===== src/rtl/sync_updown_mod_counter_pkg.sv =====
// -----------------------------------------------------------------------------
// sync_updown_mod_counter_pkg
// Shared constants and helpers for the synchronous up/down modulus counter.
//   up / down   : values of the direction input m
//   wrap / sat  : values of the SATURATE parameter
//   clamp_load  : limits a parallel-load value to the legal count range
// -----------------------------------------------------------------------------
package sync_updown_mod_counter_pkg;

    localparam logic UP   = 1'b0;
    localparam logic DOWN = 1'b1;

    localparam int WRAP = 0;
    localparam int SAT  = 1;

    // Out-of-range load values are pinned to the top of the count range.
    function automatic int clamp_load(input int value, input int modulus);
        return (value < modulus) ? value : (modulus - 1);
    endfunction

endpackage


===== src/rtl/updown_count_slice.sv =====
// -----------------------------------------------------------------------------
// updown_count_slice
// One bit of the up/down counter built as a toggle cell.
// Ports:
//   clk    : clock, rising edge
//   clr    : synchronous active-high clear (highest priority)
//   dir    : count direction (UP / DOWN)
//   ld     : synchronous load strobe
//   ld_val : value loaded into this bit when ld is high
//   tog    : toggle enable produced by the lookahead in the top
//   q      : registered bit value
//   prop   : carry (up) / borrow (down) propagate term of this bit
// -----------------------------------------------------------------------------
module updown_count_slice
    import sync_updown_mod_counter_pkg::*;
(
    input  logic clk,
    input  logic clr,
    input  logic dir,
    input  logic ld,
    input  logic ld_val,
    input  logic tog,
    output logic q,
    output logic prop
);

    // Counting up, a bit passes the carry on when it is 1; counting down,
    // it passes the borrow on when it is 0.
    assign prop = (dir == DOWN) ? ~q : q;

    always_ff @(posedge clk) begin
        if (clr) begin
            q <= 1'b0;
        end else if (ld) begin
            q <= ld_val;
        end else if (tog) begin
            q <= ~q;
        end
    end

endmodule


===== src/rtl/sync_updown_mod_counter.sv =====
// -----------------------------------------------------------------------------
// sync_updown_mod_counter
// Synchronous up/down counter with programmable modulus, parallel load and
// wrap or saturate behaviour at the terminal value.
// Parameters:
//   WIDTH    : counter width in bits (1..16)
//   MODULUS  : count range 0..MODULUS-1 (2..2**WIDTH)
//   SATURATE : WRAP (0) wraps at the terminal value, SAT (1) holds there
// Ports:
//   clk  : clock, all state changes on the rising edge
//   clr  : synchronous active-high clear, beats load and en
//   m    : direction, 0 = up, 1 = down
//   en   : count enable
//   load : parallel load strobe, beats en
//   d    : parallel load value (clamped to MODULUS-1)
//   q    : registered count
//   tc   : terminal-count flag (combinational), marks the wrap/stall cycle
//   zero : high while q == 0 (combinational)
// -----------------------------------------------------------------------------
module sync_updown_mod_counter
    import sync_updown_mod_counter_pkg::*;
#(
    parameter int WIDTH    = 3,
    parameter int MODULUS  = 8,
    parameter int SATURATE = 0
) (
    input  logic             clk,
    input  logic             clr,
    input  logic             m,
    input  logic             en,
    input  logic             load,
    input  logic [WIDTH-1:0] d,
    output logic [WIDTH-1:0] q,
    output logic             tc,
    output logic             zero
);

    if (WIDTH < 1 || WIDTH > 16) begin : g_bad_width
        $fatal(1, "sync_updown_mod_counter: WIDTH must be in 1..16");
    end
    if (MODULUS < 2 || MODULUS > (1 << WIDTH)) begin : g_bad_modulus
        $fatal(1, "sync_updown_mod_counter: MODULUS must be in 2..2**WIDTH");
    end

    localparam logic [WIDTH-1:0] TOP_VAL = WIDTH'(MODULUS - 1);

    logic             at_term;
    logic             do_load;
    logic [WIDTH-1:0] load_val;
    logic [WIDTH-1:0] prop;
    logic [WIDTH-1:0] tog;

    // The slices only know how to toggle in binary. At the terminal value the
    // top either reloads the wrap target through the load path (WRAP) or
    // withholds the count enable (SAT), so a non power-of-two modulus never
    // steps outside 0..MODULUS-1. For MODULUS == 2**WIDTH the reloaded value
    // is exactly what binary overflow/underflow would produce.
    always_comb begin
        logic run;

        at_term = (m == UP) ? (q == TOP_VAL) : (q == '0);
        tc      = en & ~load & ~clr & at_term;
        zero    = (q == '0);

        do_load = load | (en & at_term & (SATURATE == WRAP));

        if (load) begin
            load_val = WIDTH'(clamp_load(int'(d), MODULUS));
        end else if (m == UP) begin
            load_val = '0;
        end else begin
            load_val = TOP_VAL;
        end

        // Bit i toggles when counting is enabled and every lower bit
        // propagates the carry/borrow; all terms come straight from the
        // registered bits, so every slice changes on the same clock edge.
        run = en & ~load & ~at_term;
        for (int i = 0; i < WIDTH; i++) begin
            tog[i] = run;
            run    = run & prop[i];
        end
    end

    for (genvar i = 0; i < WIDTH; i++) begin : g_bit
        updown_count_slice u_slice (
            .clk    (clk),
            .clr    (clr),
            .dir    (m),
            .ld     (do_load),
            .ld_val (load_val[i]),
            .tog    (tog[i]),
            .q      (q[i]),
            .prop   (prop[i])
        );
    end

endmodule


===== config.mk =====
export PLATFORM = sky130hd
export DESIGN_NAME = sync_updown_mod_counter
export DESIGN_NICKNAME = d
export VERILOG_FILES = /design/src/rtl/sync_updown_mod_counter_pkg.sv /design/src/rtl/updown_count_slice.sv /design/src/rtl/sync_updown_mod_counter.sv
export SDC_FILE = /design/constraint.sdc
export NUM_CORES = 1
export LEC_CHECK = 0
export ABC_AREA = 0
export BUFFER_PORTS_ARGS = -buffer_cell sky130_fd_sc_hd__clkbuf_2
export CORE_AREA = 4 4 41 43
export DETAILED_ROUTE_END_ITERATION = 6
export DIE_AREA = 0 0 45 47
export GPL_TIMING_DRIVEN = 1
export SYNTH_ARGS = -nofsm -noshare
export SYNTH_HDL_FRONTEND = slang
export SYNTH_HIERARCHICAL = 1
export SYNTH_SLANG_ARGS = --single-unit

===== constraint.sdc =====
create_clock -name clk -period 1.8 [get_ports clk]
set_input_delay 0.27 -clock clk [delete_from_list [all_inputs] [get_ports clk]]
set_output_delay 0.27 -clock clk [all_outputs]
set_load 0.1 [all_outputs]

==> results.json, run 1 <==
{
  "worstPathRequired_ns": 1.53,
  "start_util_pct": 21.3,
  "period_share_pct": 91.5,
  "antenna_found_initial": 0,
  "layout_common_cells": "clkbuf_2 (11), nand2_1 (6), a211oi_2 (4)",
  "switchingPower_uw": 167,
  "grt_pass1_vias": 262,
  "rsz0062_at_grt": "false",
  "hold_violations": 0,
  "run_status": "complete, no violations",
  "n_antenna_cell": 0,
  "routed-via-count": 277,
  "p_sw_share_pct": 44.7,
  "finClkSkew_ns": 0.000441,
  "final_cell_count_no_fill": 64,
  "worstMarginPinSlew_ns": 0.544,
  "fin_util_pct": 33.1,
  "dp_hpwl_um": 558,
  "vias_per_cell": 4.33,
  "critPathMaxFanout": 4,
  "hold_buffers": 0,
  "pwr_density_cell_nw_per_um2": 867,
  "p_total_uw": 373,
  "synth_warnings": 6,
  "fin_area_um2": 430,
  "relSlewSlack_pct": 63.9,
  "portBuffers": 12,
  "track_usage_pct": 7.26,
  "worst_setup_path_start_kind": "flop",
  "layout_commonest_cell": "clkbuf_2",
  "grt_max_degree": 7,
  "htree_levels": 1,
  "peakVddDrop_uv": 226,
  "area_growth_syn_to_layout_pct": 55.0,
  "setup_viol": 0,
  "fp-row-count": 13,
  "syn_inst": 33,
  "finalMaxSlewViolations": 0,
  "p_seq_share_pct": 23.3,
  "post_cts_buffers": 0,
  "synth_nets": 41,
  "clockBufferDepth": 2,
  "drc": 0,
  "clockRootBuffer": "clkbuf_4",
  "worstSetupEndpointType": "output pin",
  "clk_latency_ns": 0.23,
  "drtIter0Drc": 0,
  "globalRouteOverflowTotal": 0,
  "postRouteAntennaNets": 0,
  "dp_cells": 60,
  "nNetsFinal": 58,
  "r2r_setup_slack_ns": 0.35,
  "syn_avg_cell_area_um2": 8.42,
  "routabilityCongestion": 0.651,
  "top_regs": "g_bit.u_slice/q: 3 flops",
  "min_path_type": "primary input to flop",
  "largest_reg_flops": 3,
  "wirelength_um": 619,
  "die_h_um": 47,
  "holdWs_ns": 0.289,
  "ctsResizeCount": 0,
  "max_cap_viol_count": 0,
  "place_area_um2": 404,
  "pwr-share-clk_pct": 31.3,
  "ios": 13,
  "min_period_ns": 1.65,
  "tritoncts": "done",
  "max_flop_register": "g_bit.u_slice/q",
  "p_leak_uw": 0.000213,
  "wire_per_inst_um": 9.67,
  "grt_pass1_wl_mm": 1.03,
  "combPwrFrac_pct": 45.4,
  "cts_sinks": 3,
  "cts_buffers": 3,
  "netlist_area_um2": 278,
  "drive_gt1_share_pct": 55.1,
  "crit_start": "g_bit[2].u_slice/q",
  "criticalPathCategory": "flop to output pin",
  "p_int_uw": 206,
  "dr.pass1.iters": 1,
  "regToRegStartpoint": "g_bit[2].u_slice/q",
  "crit_arrival_ns": 1.38,
  "max_freq_mhz": 607,
  "die_w_um": 45,
  "core_um2": 1300,
  "final.fill_count": 145,
  "min_from": "clr",
  "path_clk_slew_ns": 0.04,
  "die_area_um2": 2120
}
metal layers:
| metal | vias up | GRT usage, % | part of all wire, % |
|---|---|---|---|
| li1 | 145 | - | - |
| met1 | 121 | 7.69 | 39 |
| met2 | 11 | 10.7 | 48 |
| met3 | 0 | 3.07 | 13 |
| met4 | 0 | 7.02 | 0 |
| met5 | - | 0 | 0 |
worst paths after layout:
path	endpoint	cells after the start
worst min register to register	g_bit[0].u_slice/q	2
worst max-delay path	tc	4
worst min-delay path	g_bit[0].u_slice/q	2
worst max register to register	g_bit[2].u_slice/q	5
cell type report:
class	count	area, um^2	share of cell area [%]
clock buffer	4	26.3	6.10
sequential	3	71.3	16.6
inverter	3	11.3	2.62
multi-input combinational	27	228	52.9
timing repair buffer	12	75.1	17.4
tap	15	18.8	4.36
metrics by stage:
step | setup WS, ns | setup TNS (ns)
2_1_floorplan | -0.893 | -1.80
3_3_place_gp | 0.277 | 0
3_5_place_dp | 0.243 | 0
4_1_cts | 0.123 | 0
5_1_grt | 0.0895 | 0
6_report | 0.154 | 0
worst max-delay path: stages (launching register included):
cell and delay [ns]:
dfxtp_4 0.35, nor3_4 0.22, a21o_2 0.16, nor3b_4 0.21, buf_12 0.20
power by group through the flow:
stage / Clock (uW) / Sequential, uW / Combinational (uW)
floorplan: 0 / 136 / 89.6
global placement: 0 / 88.9 / 169
detailed placement: 0 / 88.5 / 172
CTS: 125 / 87.5 / 172
global route: 127 / 89.2 / 181
finish: 117 / 87.0 / 169
(Power assumes the default switching activity.)
==> run 2, diff against run 1 <==
--- a/config.mk
+++ b/config.mk
@@ -7,9 +7,9 @@
 export LEC_CHECK = 0
 export ABC_AREA = 0
 export BUFFER_PORTS_ARGS = -buffer_cell sky130_fd_sc_hd__clkbuf_2
-export CORE_AREA = 4 4 41 43
+export CORE_AREA = 5 5 42 44
 export DETAILED_ROUTE_END_ITERATION = 6
-export DIE_AREA = 0 0 45 47
+export DIE_AREA = 0 0 47 49
 export GPL_TIMING_DRIVEN = 1
 export SYNTH_ARGS = -nofsm -noshare
 export SYNTH_HDL_FRONTEND = slang
==> results.json, run 2 (synthesized netlist as in run 1, its figures left out) <==
{
  "run_status": "complete, no violations",
  "rsz0062_at_grt": "false",
  "max_cap_viol_count": 0,
  "dr.pass1.iters": 2,
  "globalRouteOverflowTotal": 0,
  "track_usage_pct": 6.47,
  "pwr_density_cell_nw_per_um2": 872,
  "dp_hpwl_um": 513,
  "layout_commonest_cell": "clkbuf_2",
  "relSlewSlack_pct": 64.0,
  "top_regs": "g_bit.u_slice/q: 3 flops",
  "portBuffers": 12,
  "drc": 0,
  "post_cts_buffers": 0,
  "min_path_type": "primary input to flop",
  "dp_cells": 61,
  "clk_latency_ns": 0.23,
  "ctsResizeCount": 0,
  "tritoncts": "done",
  "postRouteAntennaNets": 0,
  "hold_violations": 0,
  "start_util_pct": 19.8,
  "grt_max_degree": 7,
  "fin_area_um2": 432,
  "hold_depth": 2,
  "largest_reg_flops": 3,
  "drive_gt1_share_pct": 55.1,
  "grt_pass1_wl_mm": 1.06,
  "clockBufferDepth": 2,
  "path_clk_slew_ns": 0.04,
  "p_leak_uw": 0.000213,
  "n_antenna_cell": 0,
  "hold_end": "g_bit[0].u_slice/q",
  "wirelength_um": 638,
  "antenna_found_initial": 0,
  "nNetsFinal": 58,
  "crit_arrival_ns": 1.38,
  "worstSetupEndpointType": "output pin",
  "vias_per_cell": 4.11,
  "ios": 13,
  "clockRootBuffer": "clkbuf_4",
  "criticalPathCategory": "flop to output pin",
  "max_freq_mhz": 606,
  "core_um2": 1400,
  "routed-via-count": 267,
  "area_growth_syn_to_layout_pct": 55.4,
  "drtIter0Drc": 1,
  "grt_pass1_vias": 299,
  "finalMaxSlewViolations": 0,
  "rr_endpoint": "g_bit[2].u_slice/q",
  "finClkSkew_ns": 0.00220,
  "worst_setup_path_start_kind": "flop",
  "die_area_um2": 2300,
  "fp-row-count": 14,
  "htree_levels": 1,
  "setup_viol": 0,
  "r2r_setup_slack_ns": 0.37,
  "hold_buffers": 0,
  "worstPathRequired_ns": 1.53,
  "place_area_um2": 405,
  "holdWs_ns": 0.288,
  "die_w_um": 47,
  "r2r_cells": 5,
  "period_share_pct": 91.7,
  "peakVddDrop_uv": 405,
  "cts_sinks": 3,
  "worstMarginPinSlew_ns": 0.542,
  "max_flop_register": "g_bit.u_slice/q",
  "min_period_ns": 1.65,
  "critPathMaxFanout": 4,
  "wire_per_inst_um": 9.82,
  "routabilityCongestion": 0.692,
  "final_cell_count_no_fill": 65,
  "regToRegStartpoint": "g_bit[2].u_slice/q",
  "layout_common_cells": "clkbuf_2 (11), nand2_1 (6), a211oi_2 (4)",
  "cts_buffers": 3,
  "min_from": "clr",
  "die_h_um": 49
}
run 2: where the power goes:
part           switching, uW  internal (uW)
registers               13.4           74.5
clock network           36.2           83.2
logic                    120           48.7
run 2: layer usage:
metal / GRT usage, % / share of wire (%) / vias up
met5: 0 / 0 / -
met4: 6.91 / 0 / 0
met3: 1.11 / 5.0 / 0
met2: 9.73 / 53 / 8
met1: 6.78 / 42 / 115
li1: - / - / 144
run 2: critical path, cell delays in order, from the launching register on:
cell and delay [ns]:
dfxtp_4 0.35, nor3_4 0.22, a21o_2 0.16, nor3b_4 0.21
buf_12 0.20
run 2: how the worst max path moves through the flow:
stage	end	depth (start not counted)	slack, ns	from
global placement	g_bit[0].u_slice/q	6	0.29	m
detailed placement	g_bit[2].u_slice/q	6	0.28	m
finish	tc	4	0.15	g_bit[2].u_slice/q
floorplan	tc	3	-0.89	g_bit[2].u_slice/q
CTS	tc	4	0.13	g_bit[2].u_slice/q
global route	tc	4	0.05	g_bit[2].u_slice/q
run 2: layout make-up:
class	instances	area (um^2)
fillers	163	970
multi-input cells	27	228
repair buffers	12	75.1
flip-flops and latches	3	71.3
clock buffers	4	26.3
well taps	16	20.0
inverters	3	11.3
run 2: per-stage QoR:
stage / power [uW] / setup WS, ns / utilization, % / TNS (ns)
floorplan: 226 / -0.893 / - / -1.80
global placement: 259 / 0.293 / 28.9 / 0
detailed placement: 259 / 0.283 / 28.9 / 0
CTS: 388 / 0.129 / 30.8 / 0
global route: 401 / 0.0526 / 30.8 / 0
finish: 376 / 0.150 / 30.8 / 0
